File: config.mk
export PLATFORM = sky130hd
export DESIGN_NAME = fpaddsub_seq
export DESIGN_NICKNAME = d
export VERILOG_FILES = /design/src/rtl/fpaddsub_pkg.sv /design/src/rtl/fpaddsub_seq_lzc.sv /design/src/rtl/fpaddsub_seq.sv
export SDC_FILE = /design/constraint.sdc
export NUM_CORES = 1
export LEC_CHECK = 0
export BUFFER_PORTS_ARGS = -buffer_cell sky130_fd_sc_hd__buf_2
export CORE_MARGIN = 2
export CORE_UTILIZATION = 57
export DETAILED_ROUTE_END_ITERATION = 10
export PLACE_DENSITY = 0.8
export SLEW_MARGIN = 10
export SYNTH_ARGS = -nofsm -noshare
export SYNTH_HDL_FRONTEND = slang
export SYNTH_SLANG_ARGS = --single-unit
File: constraint.sdc
create_clock -name clk -period 10.3 [get_ports clk]
set_input_delay 2.06 -clock clk [delete_from_list [all_inputs] [get_ports clk]]
set_output_delay 2.06 -clock clk [all_outputs]
set_load 0.05 [all_outputs]
File: src/rtl/fpaddsub_pkg.sv
// Shared types and width helpers for the multi-cycle floating-point adder/subtractor.
//   state_t     : sequencer states, one pipeline step per state
//   op_class_t  : operand classification after unpacking
//   total_w     : packed operand width {sign, exp, man}
//   align_w     : aligned mantissa field {1.man, G, R, S}
//   sum_w       : adder width (aligned field plus carry)
//   FLAG_*      : bit positions inside the optional flags output
package fpaddsub_pkg;

    typedef enum logic [2:0] {
        IDLE   = 3'd0,
        UNPACK = 3'd1,
        ALIGN  = 3'd2,
        ADD    = 3'd3,
        NORM   = 3'd4,
        ROUND  = 3'd5,
        DONE   = 3'd6
    } state_t;

    typedef enum logic [1:0] {
        ZERO   = 2'd0,
        NORMAL = 2'd1,
        INF    = 2'd2,
        NAN    = 2'd3
    } op_class_t;

    function automatic int total_w(input int exp_w, input int man_w);
        return 1 + exp_w + man_w;
    endfunction

    function automatic int align_w(input int man_w);
        return man_w + 4;
    endfunction

    function automatic int sum_w(input int man_w);
        return man_w + 5;
    endfunction

    localparam int FLAG_INVALID   = 3;
    localparam int FLAG_OVERFLOW  = 2;
    localparam int FLAG_UNDERFLOW = 1;
    localparam int FLAG_INEXACT   = 0;

endpackage

File: src/rtl/fpaddsub_seq_lzc.sv
// fp_lzc: combinational leading-zero counter.
//   din   : W-bit input vector
//   count : number of zeros above the most significant set bit (W when din is 0)
module fp_lzc
    import fpaddsub_pkg::*;
#(
    parameter int W  = 28,
    parameter int CW = $clog2(W + 1)
) (
    input  logic [W-1:0]  din,
    output logic [CW-1:0] count
);

    // Scan upward; the highest set bit is the last one to write the count.
    always_comb begin
        count = CW'(W);
        for (int i = 0; i < W; i++) begin
            count = din[i] ? CW'(W - 1 - i) : count;
        end
    end

endmodule

File: src/rtl/fpaddsub_seq.sv
// fpaddsub_seq: parametrised multi-cycle floating-point adder/subtractor with
// round-to-nearest-even and valid/ready handshakes on both sides.
//   clk, reset          : clock, asynchronous active-high reset
//   in_valid / in_ready : operand handshake (accepted only in IDLE)
//   dataa, datab, sub   : operands {sign, exp, man}; sub=1 computes A - B
//   out_valid/out_ready : result handshake, result held until taken
//   result              : rounded sum/difference
//   flags               : {invalid, overflow, underflow, inexact}, present only
//                         when FPADDSUB_FLAGS_EN is defined
// Subnormal operands are treated as signed zero, and results that would be
// subnormal are flushed to signed zero.
module fpaddsub_seq
    import fpaddsub_pkg::*;
#(
    parameter int EXP_W = 8,
    parameter int MAN_W = 23
) (
    input  logic               clk,
    input  logic               reset,
    input  logic               in_valid,
    output logic               in_ready,
    input  logic [EXP_W+MAN_W:0] dataa,
    input  logic [EXP_W+MAN_W:0] datab,
    input  logic               sub,
    output logic               out_valid,
    input  logic               out_ready,
    output logic [EXP_W+MAN_W:0] result
`ifdef FPADDSUB_FLAGS_EN
    ,
    output logic [3:0]         flags
`endif
);

    localparam int W  = total_w(EXP_W, MAN_W);
    localparam int AW = align_w(MAN_W);
    localparam int SW = sum_w(MAN_W);
    localparam int CW = $clog2(SW + 1);
    localparam int XW = EXP_W + 1;

    localparam logic [W-1:0] QNAN = {1'b0, {EXP_W{1'b1}}, 1'b1, {(MAN_W-1){1'b0}}};

    function automatic op_class_t classify(input logic [W-2:0] v);
        logic [EXP_W-1:0] e;
        logic [MAN_W-1:0] m;
        e = v[W-2:MAN_W];
        m = v[MAN_W-1:0];
        if (e == '0)      return ZERO;
        else if (e == '1) return (m == '0) ? INF : NAN;
        else              return NORMAL;
    endfunction

    state_t           state_r, state_nx_s;
    logic             in_ready_r, out_valid_r;
    logic [W-1:0]     a_r, b_r, result_r;
    logic             x_sign_r, eff_sub_r;
    logic [EXP_W-1:0] x_exp_r, y_exp_r;
    logic [MAN_W:0]   x_man_r, y_man_r;
    logic             special_r, invalid_r;
    logic [W-1:0]     special_res_r;
    logic [AW-1:0]    yf_r, norm_man_r;
    logic [SW-1:0]    sum_r;
    logic [XW-1:0]    norm_exp_r;
    logic             norm_zero_r, norm_flush_r;

    // UNPACK signals
    op_class_t        cls_a_s, cls_b_s;
    logic             a_ge_s, spec_s, inv_s;
    logic [W-1:0]     spec_res_s;
    // ALIGN / ADD / NORM / ROUND signals
    logic [EXP_W-1:0] diff_s;
    logic [AW-1:0]    yfield_s, ymask_s, yf_s, xf_s;
    logic [SW-1:0]    sum_s;
    logic [CW-1:0]    lz_s, sh_s;
    logic [AW-1:0]    nm_s;
    logic [XW-1:0]    ne_s, rexp_s;
    logic             flush_s, inc_s, carry_s, ovf_s;
    logic [MAN_W+1:0] rm_s;
    logic [MAN_W-1:0] frac_s;
    logic [W-1:0]     res_s;
    logic [3:0]       flags_s;

    assign in_ready  = in_ready_r;
    assign out_valid = out_valid_r;
    assign result    = result_r;

    // Sequencer next state: one step per state, DONE waits for the consumer.
    always_comb begin
        state_nx_s = state_r;
        case (state_r)
            IDLE:    if (in_valid) state_nx_s = UNPACK; else state_nx_s = IDLE;
            UNPACK:  state_nx_s = ALIGN;
            ALIGN:   state_nx_s = ADD;
            ADD:     state_nx_s = NORM;
            NORM:    state_nx_s = ROUND;
            ROUND:   state_nx_s = DONE;
            DONE:    if (out_ready) state_nx_s = IDLE; else state_nx_s = DONE;
            default: state_nx_s = IDLE;
        endcase
    end

    // Sequencer state and registered handshake outputs.
    always_ff @(posedge clk or posedge reset) begin
        if (reset) begin
            state_r     <= IDLE;
            in_ready_r  <= 1'b1;
            out_valid_r <= 1'b0;
        end else begin
            state_r     <= state_nx_s;
            in_ready_r  <= (state_nx_s == IDLE);
            out_valid_r <= (state_nx_s == DONE);
        end
    end

    // Operand classification, special-case results and magnitude ordering.
    always_comb begin
        cls_a_s    = classify(a_r[W-2:0]);
        cls_b_s    = classify(b_r[W-2:0]);
        a_ge_s     = (a_r[W-2:0] >= b_r[W-2:0]);
        spec_s     = 1'b1;
        inv_s      = 1'b0;
        spec_res_s = '0;
        if (cls_a_s == NAN || cls_b_s == NAN ||
            (cls_a_s == INF && cls_b_s == INF && a_r[W-1] != b_r[W-1])) begin
            spec_res_s = QNAN;
            inv_s      = 1'b1;
        end else if (cls_a_s == INF) begin
            spec_res_s = a_r;
        end else if (cls_b_s == INF) begin
            spec_res_s = b_r;
        end else if (cls_a_s == ZERO && cls_b_s == ZERO) begin
            // Only (-0)+(-0) keeps a negative sign.
            spec_res_s = {a_r[W-1] & b_r[W-1], {(W-1){1'b0}}};
        end else if (cls_a_s == ZERO) begin
            spec_res_s = b_r;
        end else if (cls_b_s == ZERO) begin
            spec_res_s = a_r;
        end else begin
            spec_s = 1'b0;
        end
    end

    // Alignment of the smaller operand and the add/subtract itself.
    always_comb begin
        diff_s   = x_exp_r - y_exp_r;
        yfield_s = {y_man_r, 3'b000};
        ymask_s  = ~({AW{1'b1}} << diff_s);
        if (32'(diff_s) >= 32'(MAN_W + 3)) begin
            // Nothing but the sticky bit survives the shift.
            yf_s = {{(AW-1){1'b0}}, 1'b1};
        end else begin
            yf_s = (yfield_s >> diff_s) | {{(AW-1){1'b0}}, |(yfield_s & ymask_s)};
        end
        xf_s = {x_man_r, 3'b000};
        if (eff_sub_r) sum_s = {1'b0, xf_s} - {1'b0, yf_r};
        else           sum_s = {1'b0, xf_s} + {1'b0, yf_r};
    end

    fp_lzc #(.W(SW), .CW(CW)) u_lzc (
        .din   (sum_r),
        .count (lz_s)
    );

    // Normalisation: the top bit of the sum is the carry slot, so a sum
    // without carry is shifted left by one less than its leading-zero count.
    always_comb begin
        sh_s = lz_s - CW'(1);
        if (sum_r[SW-1]) begin
            nm_s    = {sum_r[SW-1:2], |sum_r[1:0]};
            ne_s    = {1'b0, x_exp_r} + XW'(1);
            flush_s = 1'b0;
        end else begin
            nm_s    = AW'(sum_r << sh_s);
            ne_s    = {1'b0, x_exp_r} - XW'(sh_s);
            flush_s = (32'(sh_s) >= 32'(x_exp_r));
        end
    end

    // Round-to-nearest-even, range checks and final packing.
    always_comb begin
        inc_s   = nm_s_g() & (norm_man_r[1] | norm_man_r[0] | norm_man_r[3]);
        rm_s    = {1'b0, norm_man_r[AW-1:3]} + {{(MAN_W+1){1'b0}}, inc_s};
        carry_s = rm_s[MAN_W+1];
        frac_s  = carry_s ? rm_s[MAN_W:1] : rm_s[MAN_W-1:0];
        rexp_s  = norm_exp_r + {{EXP_W{1'b0}}, carry_s};
        ovf_s   = (rexp_s >= {1'b0, {EXP_W{1'b1}}});
        flags_s = 4'b0000;
        if (special_r) begin
            res_s                 = special_res_r;
            flags_s[FLAG_INVALID] = invalid_r;
        end else if (norm_zero_r) begin
            res_s = '0;
        end else if (norm_flush_r) begin
            res_s                   = {x_sign_r, {(W-1){1'b0}}};
            flags_s[FLAG_UNDERFLOW] = 1'b1;
            flags_s[FLAG_INEXACT]   = 1'b1;
        end else if (ovf_s) begin
            res_s                  = {x_sign_r, {EXP_W{1'b1}}, {MAN_W{1'b0}}};
            flags_s[FLAG_OVERFLOW] = 1'b1;
            flags_s[FLAG_INEXACT]  = 1'b1;
        end else begin
            res_s                 = {x_sign_r, rexp_s[EXP_W-1:0], frac_s};
            flags_s[FLAG_INEXACT] = |norm_man_r[2:0];
        end
    end

    function automatic logic nm_s_g();
        return norm_man_r[2];
    endfunction

    // Per-stage datapath registers, each loaded only in its own state.
    always_ff @(posedge clk or posedge reset) begin
        if (reset) begin
            a_r           <= '0;
            b_r           <= '0;
            x_sign_r      <= 1'b0;
            eff_sub_r     <= 1'b0;
            x_exp_r       <= '0;
            y_exp_r       <= '0;
            x_man_r       <= '0;
            y_man_r       <= '0;
            special_r     <= 1'b0;
            invalid_r     <= 1'b0;
            special_res_r <= '0;
            yf_r          <= '0;
            sum_r         <= '0;
            norm_man_r    <= '0;
            norm_exp_r    <= '0;
            norm_zero_r   <= 1'b0;
            norm_flush_r  <= 1'b0;
            result_r      <= '0;
        end else begin
            case (state_r)
                IDLE: begin
                    if (in_valid && in_ready_r) begin
                        a_r <= dataa;
                        b_r <= {datab[W-1] ^ sub, datab[W-2:0]};
                    end
                end
                UNPACK: begin
                    special_r     <= spec_s;
                    invalid_r     <= inv_s;
                    special_res_r <= spec_res_s;
                    eff_sub_r     <= a_r[W-1] ^ b_r[W-1];
                    x_sign_r      <= a_ge_s ? a_r[W-1] : b_r[W-1];
                    x_exp_r       <= a_ge_s ? a_r[W-2:MAN_W] : b_r[W-2:MAN_W];
                    y_exp_r       <= a_ge_s ? b_r[W-2:MAN_W] : a_r[W-2:MAN_W];
                    x_man_r       <= {1'b1, a_ge_s ? a_r[MAN_W-1:0] : b_r[MAN_W-1:0]};
                    y_man_r       <= {1'b1, a_ge_s ? b_r[MAN_W-1:0] : a_r[MAN_W-1:0]};
                end
                ALIGN: yf_r <= yf_s;
                ADD:   sum_r <= sum_s;
                NORM: begin
                    norm_man_r   <= nm_s;
                    norm_exp_r   <= ne_s;
                    norm_zero_r  <= (sum_r == '0);
                    norm_flush_r <= flush_s;
                end
                ROUND:   result_r <= res_s;
                default: result_r <= result_r;
            endcase
        end
    end

`ifdef FPADDSUB_FLAGS_EN
    logic [3:0] flags_r;
    assign flags = flags_r;

    // Status flags travel with the result register.
    always_ff @(posedge clk or posedge reset) begin
        if (reset)                 flags_r <= 4'b0000;
        else if (state_r == ROUND) flags_r <= flags_s;
        else                       flags_r <= flags_r;
    end
`endif

endmodule
## Word-level counts from Yosys, hierarchy flattened

Cells that the tools add are included.

| storage, ports and cells | value |
|---|---|
| word-level logic and storage cells | 140 |
| input bits | 69 |
| register bits after elaboration | 293 |
| output and inout port bits | 34 |

| cells by class | value |
|---|---|
| reductions and logical operators | 18 |
| order comparisons | 4 |
| eq/ne operators | 14 |
| shift operators | 3 |
| mux-type cells | 64 |
| $add $sub $neg | 8 |
| bitwise logic cells | 9 |

Operator list:

| cell | count |
|---|---|
| $mux 32 | 8 |
| $mux 5 | 27 |
| $mux 23 | 3 |
| $mux 31 | 2 |
| $mux 27 | 2 |
| $logic_not 23->1 | 2 |
| $ge 31x31->1 | 1 |
| $add 27x27->28 | 1 |
| $logic_not 28->1 | 1 |
| $mux 28 | 1 |
| $shl 28x5->27 | 1 |
| $sub 27x27->28 | 1 |
| $and 27x27->27 | 1 |
| $not 27->27 | 1 |
| $or 27x1->27 | 1 |
| $reduce_or 27->1 | 1 |
| $shl 27x8->27 const A | 1 |
| $shr 27x8->27 | 1 |
| $add 24x1->25 | 1 |
| $pmux 3 s7 | 1 |
| $eq 8x8->1 const B | 2 |
| $logic_not 8->1 | 2 |
| $mux 8 | 2 |
| $eq 3x3->1 const B | 4 |
| other kinds (25) | 52 |

## Logic depth before layout (Yosys ltp)

| logic depth | value |
|---|---|
| word-level depth | 31 |
| gate-level depth with buffers | 21 |
| gate-level depth less buffers | 18 |

## Hierarchy

From an unflattened synthesis, not the netlist that was laid out.

| unflattened totals | value |
|---|---|
| cells, all modules | 2339 |
| area, all modules | 19929.1 µm² |

Modules (own cells, without submodules):

| module | instances | sequential area each (µm²) | cells each | area an instance (µm²) |
|---|---|---|---|---|
| fpaddsub_seq | 1 | 7308.3 | 2279 | 19592.5 |
| fp_lzc | 1 | 0.0 | 60 | 336.6 |

## Worst setup path before layout

No wires, ideal clock.

| timing | value |
|---|---|
| path kind | register -> register |
| start point | register sum_r[6] |
| end point | register norm_exp_r[7] |
| buffers on the path | 5 |
| clock period less this slack | 4.394 ns |
| library setup time | 0.129 ns |
| stages on the path, launching flop included | 21 |
| required time | 10.171 ns |
| arrival time | 4.265 ns |
| path slack | 5.906 ns |
| path through | dfrtp_1 -> buf_2 -> nor2b_1 -> a2111oi_0 -> a221o_1 -> a21oi_2 -> nor2_2 -> buf_6 -> buf_6 -> ha_1 -> xnor2_4 -> buf_2 -> inv_2 -> clkbuf_1 -> ha_1 -> a21o_1 -> a31oi_1 -> o211ai_1 -> o31ai_1 -> xnor2_1 -> o21ai_1 |

| on the way | value |
|---|---|
| cells in the longest elaborated chain, start to end | 25 |

RTL lines:

| what | line | text |
|---|---|---|
| start: declaration | fpaddsub_seq.sv:61 | `logic [SW-1:0] sum_r;` |
| start signal: assignment | fpaddsub_seq.sv:251 | `ADD: sum_r <= sum_s;` |
| $mux 5 (22 in a row) | fpaddsub_seq_lzc.sv:18 | `count = din[i] ? CW'(W - 1 - i) : count;` |
| $sub 5x1->5 | fpaddsub_seq.sv:166 | `sh_s = lz_s - CW'(1);` |
| $sub 8x5->9 | fpaddsub_seq.sv:173 | `ne_s = {1'b0, x_exp_r} - XW'(sh_s);` |
| $mux 9 | fpaddsub_seq.sv:167 | `if (sum_r[SW-1]) begin` |
| end signal: assignment | fpaddsub_seq.sv:254 | `norm_exp_r <= ne_s;` |
| end: declaration | fpaddsub_seq.sv:62 | `logic [XW-1:0] norm_exp_r;` |

No other way between the ends.
A chain may end at the register's enable or synchronous reset.

## Final worst setup path

| timing | value |
|---|---|
| start point | register norm_man_r[3] |
| end point | register result_r[11], in the netlist result[11] |

| on the way | value |
|---|---|
| cells in the longest elaborated chain, start to end | 9 |
| elaborated cells between the ends (all ways) | 10 |
| classes of those cells | 2 x add/sub; 1 x order compare; 5 x mux; 2 x bitwise |

RTL lines:

| what | line | text |
|---|---|---|
| start: declaration | fpaddsub_seq.sv:60 | `logic [AW-1:0] yf_r, norm_man_r;` |
| start signal: assignment | fpaddsub_seq.sv:253 | `norm_man_r <= nm_s;` |
| $or 1x1->1 | fpaddsub_seq.sv:180 | `inc_s = nm_s_g() & (norm_man_r[1] \| norm_man_r[0] \| norm_man_r[3]);` |
| $and 1x1->1 | fpaddsub_seq.sv:180 |  |
| $add 24x1->25 (*) | fpaddsub_seq.sv:181 | `rm_s = {1'b0, norm_man_r[AW-1:3]} + {{(MAN_W+1){1'b0}}, inc_s};` |
| $add 9x1->9 | fpaddsub_seq.sv:184 | `rexp_s = norm_exp_r + {{EXP_W{1'b0}}, carry_s};` |
| $ge 9x8->1 | fpaddsub_seq.sv:185 | `ovf_s = (rexp_s >= {1'b0, {EXP_W{1'b1}}});` |
| $mux 31 (*) | fpaddsub_seq.sv:196 | `end else if (ovf_s) begin` |
| $mux 31 (*) | fpaddsub_seq.sv:192 | `end else if (norm_flush_r) begin` |
| $mux 32 (*) | fpaddsub_seq.sv:190 | `end else if (norm_zero_r) begin` |
| $mux 32 (*) | fpaddsub_seq.sv:187 | `if (special_r) begin` |
| end signal: assignment | fpaddsub_seq.sv:258 | `ROUND: result_r <= res_s;` |
| end signal: assignment | fpaddsub_seq.sv:259 | `default: result_r <= result_r;` |
| end: declaration | fpaddsub_seq.sv:54 | `logic [W-1:0] a_r, b_r, result_r;` |

Mark *: on every way between the ends. The rest lies on a longest branch, timed or not.

==> metrics.txt <==
CTS root buf=clkbuf_16; xor and xnor area share after synthesis=3.06%; met2 wire len=between 20000 and 30000 µm; port bufs=102; DRT met1 WL=26400 µm; Skew-Pair Late Insertion Delay=between 0.5 and 0.6 ns; Mapped Nets=around 2500; Synth Area in Compound Gates=between 20 and 25%; Worst EP required=10.76 ns; H-tree depth=2; Vias=18700; clock tree sinks=292; Setup CP Type=flip-flop to flip-flop; vias in the first global route=17900; Synth Cell Area=20100 µm²; Clock transition at path regs=0.06 ns; Worst path most repeated cell=nor2_1; # setup viols final=0; Crit path depth=17; post-synth top area share=between 30% and 40%; Post-Syn Instances=between 2000 and 2500; Hold Buf Count CTS=0; CTS tree=done; register area share after synthesis=roughly 36%; layout cell share with drive strength beyond 1=roughly an eighth; Slew HR=20.5%; met3 WL post-DR=5700 µm; Worst R2R Setup Slack=5.39 ns; gr ovfl total=0; CTS resizes=0; initial antenna violation count=2; Initial Utilization=57.9%; Setup TNS=0 ns; largest family of logic cells by synthesized area=compound AO/OA/AOI/OAI gates; CP max FO=16; row count=68; Critical Path Start Type=flip-flop; Largest stage delay, worst path=0.92 ns; Critical R2R Launch=norm_man_r[3]$_DFFE_PP0N_; crit path launch=norm_man_r[3]$_DFFE_PP0N_; Core Area=34600 µm²; worst-margin pin slew=1.18 ns; Fin. Hold Viols=0; post-place instance area=20800 µm²; fillers=2889; Netlist cell types=84; Die X=around 190 µm; Seq cells post-synth=292; first-pass GRT wire length=101000 µm; Worst Reg-to-Reg Cells=17; prevailing post-synth register cell=dfrtp_1; post-DP HPWL=45900 µm; number of max-slew violations in the final report=0; Buf+Inv Stages, Crit Path=0; Synth Area in Adders=6.46%; Die H=192 µm; asr flop ratio synth=100%; Yosys warnings=0; RePlAce Congestion=between 0.9 and 1; number of synthesized flops with an enable pin=0; status=finished clean; Worst setup endpoint=result[11]$_DFFE_PP0P_; r2r endpoint=result[11]$_DFFE_PP0P_; simple-gate portion of the synthesized area=roughly 16%; first drt pass iteration count=8; mux contribution to synthesized area=between 10% and 20%; ANT cells=0; io pins=103; WL final=approximately 64000 µm; RSZ-0062 raised after global routing=no; Setup Skew=0.0181 ns; max frequency=204 MHz; hold crit path type=flip-flop to flip-flop; post-CTS setup buffer count=0; CP max stage cell=nor2_1; die area=between 30000 and 40000 µm²; crit-path leading delay family=simple AND/OR/NAND/NOR gates; Max Cap Viol=0; Routed Antenna Nets=0; highest routed layer=met5; crit path time final=4.91 ns; initial DRC count=about 2200; mean routed wirelength per cell=22.5 µm; TritonCTS buffer count=34; cell area after layout=21900 µm²; area grow syn2layout=9.02%; Cell Chain, Critical Path=and2_1 > ha_1 > nand4_1 > or3_1 > nor2_1 > and3_1 > ha_1 > ha_1 > nand3_1 > nor2_1 > nor3_1 > o221ai_1 > o21ai_0 > nand2b_1 > nor2_1 > a221oi_1 > nor2_1; largest area contributor in the netlist=dfrtp_1; DRC errors left=0; Tcrit/Tclk final=47.6%; vias per cell=roughly 6.6; GRT Util Overall=about a third; final core occ=63.1%; deepest clock path buffer count=3; maximum number of pins on one net before global-route repair=180; Arr. time, crit path=5.36 ns; syn avg cell area=8.57 µm²; Synth area leaders=dfrtp_1, o21ai_0, ha_1; CP endpoint kind=flip-flop; Final Net Count=2516
[worst min-delay path by stage]
stage | slack (ns) | startpoint | endpoint | cells after the start
floorplan | 0.45 | special_res_r[31]$_DFFE_PP0P_ | special_res_r[31]$_DFFE_PP0P_ | 2
global placement | 0.46 | special_res_r[0]$_DFFE_PP0P_ | special_res_r[0]$_DFFE_PP0P_ | 1
finish | 0.49 | y_exp_r[5]$_DFFE_PP0P_ | y_exp_r[5]$_DFFE_PP0P_ | 2
global route | 0.51 | special_res_r[9]$_DFFE_PP0P_ | special_res_r[9]$_DFFE_PP0P_ | 1
detailed placement | 0.48 | y_exp_r[5]$_DFFE_PP0P_ | y_exp_r[5]$_DFFE_PP0P_ | 2
CTS | 0.49 | y_exp_r[5]$_DFFE_PP0P_ | y_exp_r[5]$_DFFE_PP0P_ | 2
[cells in the final DEF, fill, tap and decap left out, drive strengths merged, types with 13 or more instances in the layout]
cell type / n
ha: 98
a21oi: 163
nand3: 44
a31oi: 16
nand2: 287
o22ai: 16
buf: 125
xor2: 22
and3: 13
nor4: 27
dfrtp: 291
xnor2: 45
a211oi: 41
nand4: 22
mux4: 25
mux2i: 121
inv: 117
nor3: 41
clkbuf: 42
o21ai: 282
a221oi: 34
o21a: 16
nor2b: 22
a21o: 41
mux2: 41
nor2: 204
[tightest hold or removal path, cell delays in order (launching register included)]
cell and delay (ns):
dfrtp_1 0.35, nand2_1 0.05, o21ai_0 0.06
[area by class of cell]
cell class	instances	area (µm²)	area share, %
multi-input cells	1776	11700	53.7
flip-flops and latches	292	7310	33.4
clock buffers	42	921	4.21
repair buffers	125	696	3.18
well taps	455	569	2.60
inverters	117	447	2.04
clock inverters	18	178	0.813
[synthesized netlist by cell type, drive strengths merged (6+ instances only)]
library cell and count:
nand2b 11, or4 6, xnor2 45, xor2 22, ha 98, a221oi 34, mux2 41, mux4 25
o22ai 16, nor2b 22, o21a 16, mux2i 121, clkbuf 126, nand2 287, nand3 44, a31oi 16
a32oi 8, and3 13, o31ai 7, nand4 22, inv 115, dfrtp 291, a211oi 41, nor3 41
o311ai 6, a21oi 163, buf 28, a2111oi 8, o211ai 11, o21ai 282, o21bai 9, nor2 204
a21o 41, nor4 27, o221ai 7
[through the flow]
stage | hold WS, ns | instances | setup slack, ns
after floorplan | 0.449 | 2339 | 0.179
after global placement | 0.461 | 2765 | 5.73
after detailed placement | 0.476 | 2765 | 5.55
after CTS | 0.489 | 2825 | 5.53
after global routing | 0.514 | 2825 | 4.89
final | 0.486 | 2825 | 5.39
[flip-flops by register name (all words and copies together) (netlist names), 9 cells and up]
| register | cells |
|---|---|
| a_r | 32 |
| yf_r | 27 |
| norm_man_r | 27 |
| result | 32 |
| b_r | 32 |
| y_man_r | 23 |
| norm_exp_r | 9 |
| special_res_r | 32 |
| sum_r | 28 |
| x_man_r | 24 |
[cell families after synthesis]
kind of cell    count (synthesis)
simple gates                  704
compound gates                716
buf+inv                       271
flops                         292
mux                           187
fa+ha+maj                     102
xor+xnor                       67
[metal layers]
metal,global-route usage (%),up-vias
li1,-,8437
met1,48.9,9025
met2,54.6,1072
met3,5.39,201
met4,15.2,4
met5,0,-
Power is left out: the tool's default activity adds up to more than one toggle a clock period on the data nets, which glitch-free logic cannot reach.
